## config.mk

```make
export PLATFORM = sky130hd
export DESIGN_NAME = mcdf_arbiter
export DESIGN_NICKNAME = d
export VERILOG_FILES = /design/src/rtl/mcdf_arbiter.sv
export SDC_FILE = /design/constraint.sdc
export NUM_CORES = 1
export LEC_CHECK = 0
export ABC_AREA = 1
export BUFFER_PORTS_ARGS = -buffer_cell sky130_fd_sc_hd__buf_2
export CAP_MARGIN = 20
export CORE_AREA = 4 4 76 78
export DETAILED_ROUTE_END_ITERATION = 8
export DIE_AREA = 0 0 80 82
export PLACE_DENSITY = 0.86
export SLEW_MARGIN = 20
export SYNTH_ARGS = -nofsm -noshare
export SYNTH_HDL_FRONTEND = slang
export SYNTH_SLANG_ARGS = --single-unit
```

## constraint.sdc

```tcl
create_clock -name clk_i -period 5.2 [get_ports clk_i]
set_input_delay 1.3 -clock clk_i [delete_from_list [all_inputs] [get_ports clk_i]]
set_output_delay 1.3 -clock clk_i [all_outputs]
set_load 0.02 [all_outputs]
```

## src/rtl/mcdf_arbiter.sv

```systemverilog
// Three-channel packet arbiter: picks a slave-node FIFO by priority with a
// round-robin tie-break, requests the formatter and streams one packet.
module mcdf_arbiter #(
    parameter int DATA_W = 32
) (
    input  logic              clk_i,
    input  logic              rst_n_i,
    input  logic [2:0]        ch_valid_i,
    input  logic [DATA_W-1:0] ch0_data_i,
    input  logic [DATA_W-1:0] ch1_data_i,
    input  logic [DATA_W-1:0] ch2_data_i,
    output logic [2:0]        ch_fetch_o,
    input  logic [2:0]        ch_en_i,
    input  logic [5:0]        ch_prio_i,
    input  logic [8:0]        ch_len_i,
    output logic              fmt_req_o,
    input  logic              fmt_grant_i,
    output logic [1:0]        fmt_chid_o,
    output logic [5:0]        fmt_len_o,
    input  logic              fmt_ready_i,
    output logic              fmt_valid_o,
    output logic [DATA_W-1:0] fmt_data_o,
    output logic              fmt_end_o,
    output logic              busy_o
);

    typedef enum logic [1:0] {IDLE, REQ, SEND} state_t;

    state_t            state;
    logic [5:0]        cnt_q;
    logic [1:0]        rr_last;
    logic [2:0]        elig;
    logic [1:0]        prio_a [3];
    logic [2:0]        len_a  [3];
    logic [DATA_W-1:0] data_a [3];
    logic              win_vld;
    logic [1:0]        win_id;
    logic [1:0]        win_prio;
    logic [1:0]        scan;
    logic              xfer;
    logic              last;

    function automatic logic [5:0] decode_len(input logic [2:0] code);
        logic [5:0] len;
        case (code)
            3'd0:    len = 6'd4;
            3'd1:    len = 6'd8;
            3'd2:    len = 6'd16;
            default: len = 6'd32;
        endcase
        return len;
    endfunction

    function automatic logic [1:0] next_ch(input logic [1:0] ch);
        return (ch == 2'd2) ? 2'd0 : ch + 2'd1;
    endfunction

    assign elig      = ch_en_i & ch_valid_i;
    assign prio_a[0] = ch_prio_i[1:0];
    assign prio_a[1] = ch_prio_i[3:2];
    assign prio_a[2] = ch_prio_i[5:4];
    assign len_a[0]  = ch_len_i[2:0];
    assign len_a[1]  = ch_len_i[5:3];
    assign len_a[2]  = ch_len_i[8:6];
    assign data_a[0] = ch0_data_i;
    assign data_a[1] = ch1_data_i;
    assign data_a[2] = ch2_data_i;

    // Scan in round-robin order starting after rr_last; only a strictly
    // better priority displaces an earlier candidate, so ties go to the
    // first channel in rotation.
    always_comb begin
        win_vld  = 1'b0;
        win_id   = 2'd0;
        win_prio = 2'd3;
        scan     = rr_last;
        for (int i = 0; i < 3; i++) begin
            scan = next_ch(scan);
            if (elig[scan] && (!win_vld || prio_a[scan] < win_prio)) begin
                win_vld  = 1'b1;
                win_id   = scan;
                win_prio = prio_a[scan];
            end
        end
    end

    // The data path is combinational so the FIFO pops on the same edge the
    // formatter takes the word.
    assign xfer        = (state == SEND) && ch_valid_i[fmt_chid_o] && fmt_ready_i;
    assign last        = (cnt_q == fmt_len_o - 6'd1);
    assign ch_fetch_o  = xfer ? (3'b001 << fmt_chid_o) : 3'b000;
    assign fmt_valid_o = xfer;
    assign fmt_data_o  = xfer ? data_a[fmt_chid_o] : '0;
    assign fmt_end_o   = xfer && last;

    always_ff @(posedge clk_i or negedge rst_n_i) begin
        if (!rst_n_i) begin
            state      <= IDLE;
            fmt_req_o  <= 1'b0;
            fmt_chid_o <= 2'd0;
            fmt_len_o  <= 6'd0;
            busy_o     <= 1'b0;
            cnt_q      <= 6'd0;
            rr_last    <= 2'd2;
        end else begin
            case (state)
                IDLE: begin
                    if (win_vld) begin
                        state      <= REQ;
                        fmt_req_o  <= 1'b1;
                        fmt_chid_o <= win_id;
                        fmt_len_o  <= decode_len(len_a[win_id]);
                        busy_o     <= 1'b1;
                    end
                end
                REQ: begin
                    if (fmt_grant_i) begin
                        state     <= SEND;
                        fmt_req_o <= 1'b0;
                    end
                end
                SEND: begin
                    if (xfer) begin
                        if (last) begin
                            state      <= IDLE;
                            cnt_q      <= 6'd0;
                            rr_last    <= fmt_chid_o;
                            fmt_chid_o <= 2'd0;
                            fmt_len_o  <= 6'd0;
                            busy_o     <= 1'b0;
                        end else begin
                            cnt_q <= cnt_q + 6'd1;
                        end
                    end
                end
                default: state <= IDLE;
            endcase
        end
    end

endmodule

```

### After elaboration in Yosys (flattened, before gate mapping)

Index checks and enable logic that the tools add are counted.

| storage, ports and cells | value |
|---|---|
| flip-flop bits (word level) | 20 |

| operators by class | value |
|---|---|
| add/sub/neg operators | 5 |
| $lt $le $gt $ge | 11 |
| equal/unequal tests | 12 |
| shifts and indexed selects | 1 |
| mux-type cells | 55 |
| bitwise logic cells | 6 |
| reductions and logical operators | 18 |

Operators by type and width:

| operator | count |
|---|---|
| $mux 32 | 3 |
| $bmux 32 s2 | 1 |
| $mux 2 | 19 |
| $mux 6 | 4 |
| $pmux 6 s3 | 1 |
| $ge 3x3->1 const B | 5 |
| $not 2->3 | 5 |
| $bmux 2 s2 | 3 |
| $lt 2x3->1 const B | 4 |
| $pmux 6 s2 | 1 |
| $mux 1 | 11 |
| $mux 3 | 3 |
| $bmux 1 s2 | 4 |
| $eq 2x2->1 const B | 4 |
| $ne 2x2->1 const B | 4 |
| $reduce_and 4->1 | 2 |
| $add 2x1->2 const B | 3 |
| $add 6x1->6 const B | 1 |
| $bmux 3 s2 | 1 |
| $eq 6x6->1 | 1 |
| $pmux 2 s3 | 1 |
| $reduce_and 3->1 | 2 |
| $sub 6x1->6 const B | 1 |
| $logic_and 1x1->1 | 5 |
| other kinds (14) | 19 |

### Logic depth before layout (Yosys ltp)

| depth | value |
|---|---|
| depth after elaboration | 24 |
| depth in mapped cells | 27 |
| mapped depth without buffers | 26 |

### Worst setup path after synthesis

No wires, ideal clock.

| path | value |
|---|---|
| path type | input-to-output |
| start | input ch_valid_i[0] |
| end | output fmt_data_o[10] |
| arrival | 2.730 ns |
| setup slack | 1.170 ns |
| stages | 6 |
| cells stage by stage | nand2_1 nand3_1 nand3_2 nor3_1 nand2_1 nand3_1 |

| between the ends | value |
|---|---|
| word-level cells in the longest chain between the ends | 5 |

Ends and longest elaborated chain:

| what | RTL line | RTL |
|---|---|---|
| start, declared | 8 | `input logic [2:0] ch_valid_i,` |
| $bmux 1 s2 | 89 | `assign xfer = (state == SEND) && ch_valid_i[fmt_chid_o] && fmt_ready_i;` |
| $mux 1 (not written as such) | 89 |  |
| $logic_and 1x1->1 (2 in a row) | 89 |  |
| $mux 32 | 93 | `assign fmt_data_o = xfer ? data_a[fmt_chid_o] : '0;` |
| end, declared | 22 | `output logic [DATA_W-1:0] fmt_data_o,` |

Every way passes these cells. The select of a mux whose other input is x is not followed.

### Worst setup path in the final report

| path | value |
|---|---|
| start | input ch_valid_i[0] |
| end | output fmt_data_o[20] |

Same word-level chain as after synthesis.

==> results.md <==
- Non-filler cells, final: ~600
- First-pass GRT wire length: about 12 mm
- Post-route setup slack: approximately 0.98 ns
- Max-cap violation count: 0
- First DRT Iteration DRCs: about 170
- Postcts setup bufs: 0
- Vias per inst: roughly 5.0
- Startpoint types: input pin
- IR drop worst, VDD: 0.0001954 V
- Crit path kind: in -> out
- Worst Reg2Reg Path Length in Cells: 23
- All-Layer GR Usage: ~22%
- Gates resized, CTS repair: 0
- RePlAce Congestion: about 0.86
- Worst Path Required: 3.90 ns
- Unique cell type count in the Yosys netlist: 42
- CTS Buffer Depth: 2
- Worst min path class: reg -> reg
- DRC violations left: 0
- Num CTS Buffers: 3
- FF+latch count, synth: 18
- Final period util: between 80% and 90%
- Number of flops mapped to enable cells by yosys: 0
- CTS root buf: clkbuf_8
- Clock skew: approximately 0.0046 ns
- Synthesis warning total: 0
- Worst hold margin: 0.4922 ns
- H-tree level count: 1
- Final ANT Viol Nets: 0
- Initial antenna violation count: 0
- DRT Pass-1 Iters: 5
- Die ar.: roughly 6600 um2
- Via count: ~2900
- Slew HR: 55.18%
- # IOs: between 150 and 200
- Worst EP arrival: slightly below 3 ns
- Worst slew pin tran: around 0.67 ns
- Vias in the first global route: between 2000 and 3000
- Status: finished clean
- Layout cells sized above 1: about 42%
- Mapped Area: around 2100 um2
- Metal-1 WL: a little over 3 mm
- Setup total negative slack: 0 ns
- DIE HEIGHT: 82 um
- Synth Instances: around 350
- ANT cells: 0
- Largest net degree at the start of global routing: 29
- Fraction of registers with async set/reset: 100.0%
- Pwr Total: approximately 0.0013 W
- Clock transition at path regs: about 0.070 ns
- Routed wire length: between 7 and 8 mm
- Worst setup EP type: output pin
- Sequential share of the synthesized area: between 20% and 30%
- Setup-failing EPs final: 0
- Max-slew violation count: 0
- Clock Latency Late Sink: roughly 0.25 ns
- Hold Path Cell Cnt: 2
- Final min period: ~4.2 ns
- Main synth FF type: dfrtp_1
- Met3 WL: 500 um
- RSZ-0062 raised after global routing: no
- Placed Instances: 579
- Flop-to-flop setup slack: 1.87 ns
- Leakage power: 1.744 nW
- Core Region: approximately 5100 um2
- Hpwl dp: between 6 and 7 mm
- Final Hold Fails: 0
- GR Overflow Total: 0
- Area grow syn2layout: 44.23%
- Pre-CTS WS: 0.9851 ns
- Hold buffer count at CTS: 0
- CTS tree: built
- Max Clock Freq: between 0.2 and 0.25 GHz
- Worst Path Max Fanout: 20
- Initial Util: between 40% and 50%
- DR top layer: met4
- Met2 Wirelength: roughly 4 mm
- Width of the die: ~80 um
- Number of fill cells in the layout: 504
- Sink Count: 18
- Pwr/cell area: 414.3 nW/um2
- Port Buffers: between 150 and 200
- Row count: 26
- Mean Syn Cell Area: roughly 6.0 um2
- Wire per inst: around 13 um
- Nets@finish: 639
[metal layers]
layer / vias to the layer above / GRT usage (%)
met2: 114 / 41.80
met4: 0 / 6.419
met3: 8 / 2.193
met5: - / 0
met1: 1294 / 25.74
li1: 1474 / -
[placed cells by master, fill, tap and decap left out, drive strengths merged, types with 2 or more instances in the layout]
cell type | synthesis | routed
a21oi | 5 | 5
or2 | 2 | 2
clkbuf | 9 | 4
xor2 | 2 | 2
nor2 | 16 | 16
o21ai | 15 | 15
a31oi | 26 | 26
dfrtp | 17 | 17
buf | 4 | 169
ha | 4 | 4
nor3b | 2 | 2
nand3 | 28 | 28
o22ai | 6 | 6
nand2 | 157 | 157
conb | 1 | 2
inv | 38 | 38
a22oi | 2 | 2
nor3 | 8 | 8
xnor2 | 2 | 2
[synth_stat cells (2+ instances only)]
master    instances  share of area, %
ha_1              4               2.4
xor2_1            2              0.82
o22ai_1           6               1.8
nor2_4            2               1.1
inv_1            32               5.7
nor3b_1           2              0.71
buf_4             2              0.71
o21ai_0          12               2.8
nor3_1            8               1.9
nor2_2            5               1.5
nand3_1          24               5.7
a31oi_1          26               7.7
a22oi_1           2              0.71
nor2_1            8               1.4
a21oi_1           5               1.2
xnor2_1           2              0.82
dfrtp_1          17                20
nand2_2          13               3.8
clkbuf_1          9               1.6
nand3_2           3               1.4
inv_2             5              0.88
nand2_4           2               1.1
nand2_1         142                25
[registers in the layout (all words and copies together), names as in the netlist]
| register | cells |
|---|---|
| cnt_q | 6 |
| fmt_len_o | 4 |
| fmt_chid_o | 2 |
| rr_last | 2 |
| state | 2 |
| busy_o | 1 |
| fmt_req_o | 1 |
[cell type report]
cell class	instances	area (um2)	area share (%)
multi-input combinational	284	1466	47.86
tap	70	87.58	2.858
clock buffer	4	55.05	1.797
timing repair buffer	169	855.8	27.93
sequential	18	451.7	14.74
inverter	38	147.6	4.818
[cells by family after synthesis]
kind of cell	after synthesis	synth area share [%]
AOI/OAI and AO/OA	59	17.96
xor gates and xnor gates	4	1.649
adders and majority gates	4	2.356
buffers and inverters	51	10.01
DFF	18	21.26
other	1	0.1765
and+or+nand+nor	215	46.59
[critical path, cell delays in order]
cell and delay [ns]:
buf_2 0.10, nand2_1 0.05, nand3_1 0.10, nand3_2 0.30, buf_4 0.34, inv_1 0.14, nand2_1 0.06, inv_1 0.18
nand2_1 0.09, nand3_1 0.09, buf_2 0.16
[final timing paths]
check | from | to
setup / recovery | ch_valid_i[0] | fmt_data_o[20]
hold / removal | busy_o | busy_o
setup reg to reg | rr_last[1] | fmt_len_o[5]
hold reg to reg | busy_o | busy_o
max in group asynchronous | rst_n_i | rr_last[1]
min in group asynchronous | rst_n_i | cnt_q[5]
[power breakdown]
part	total [W]	leakage, nW	internal (W)	switching [W]
Sequential	0.000289	0.210	0.000204	0.0000852
Combinational	0.000864	1.51	0.000305	0.000559
Clock	0.000116	0.0288	0.0000673	0.0000486
[through the flow]
step	util (%)	instance area, um2
after floorplan	-	2128
after global placement	59.29	3009
after detailed placement	59.29	3009
after CTS	60.38	3064
after global routing	60.38	3064
final	60.38	3064
Note: power is estimated with default switching activity, not from simulation.
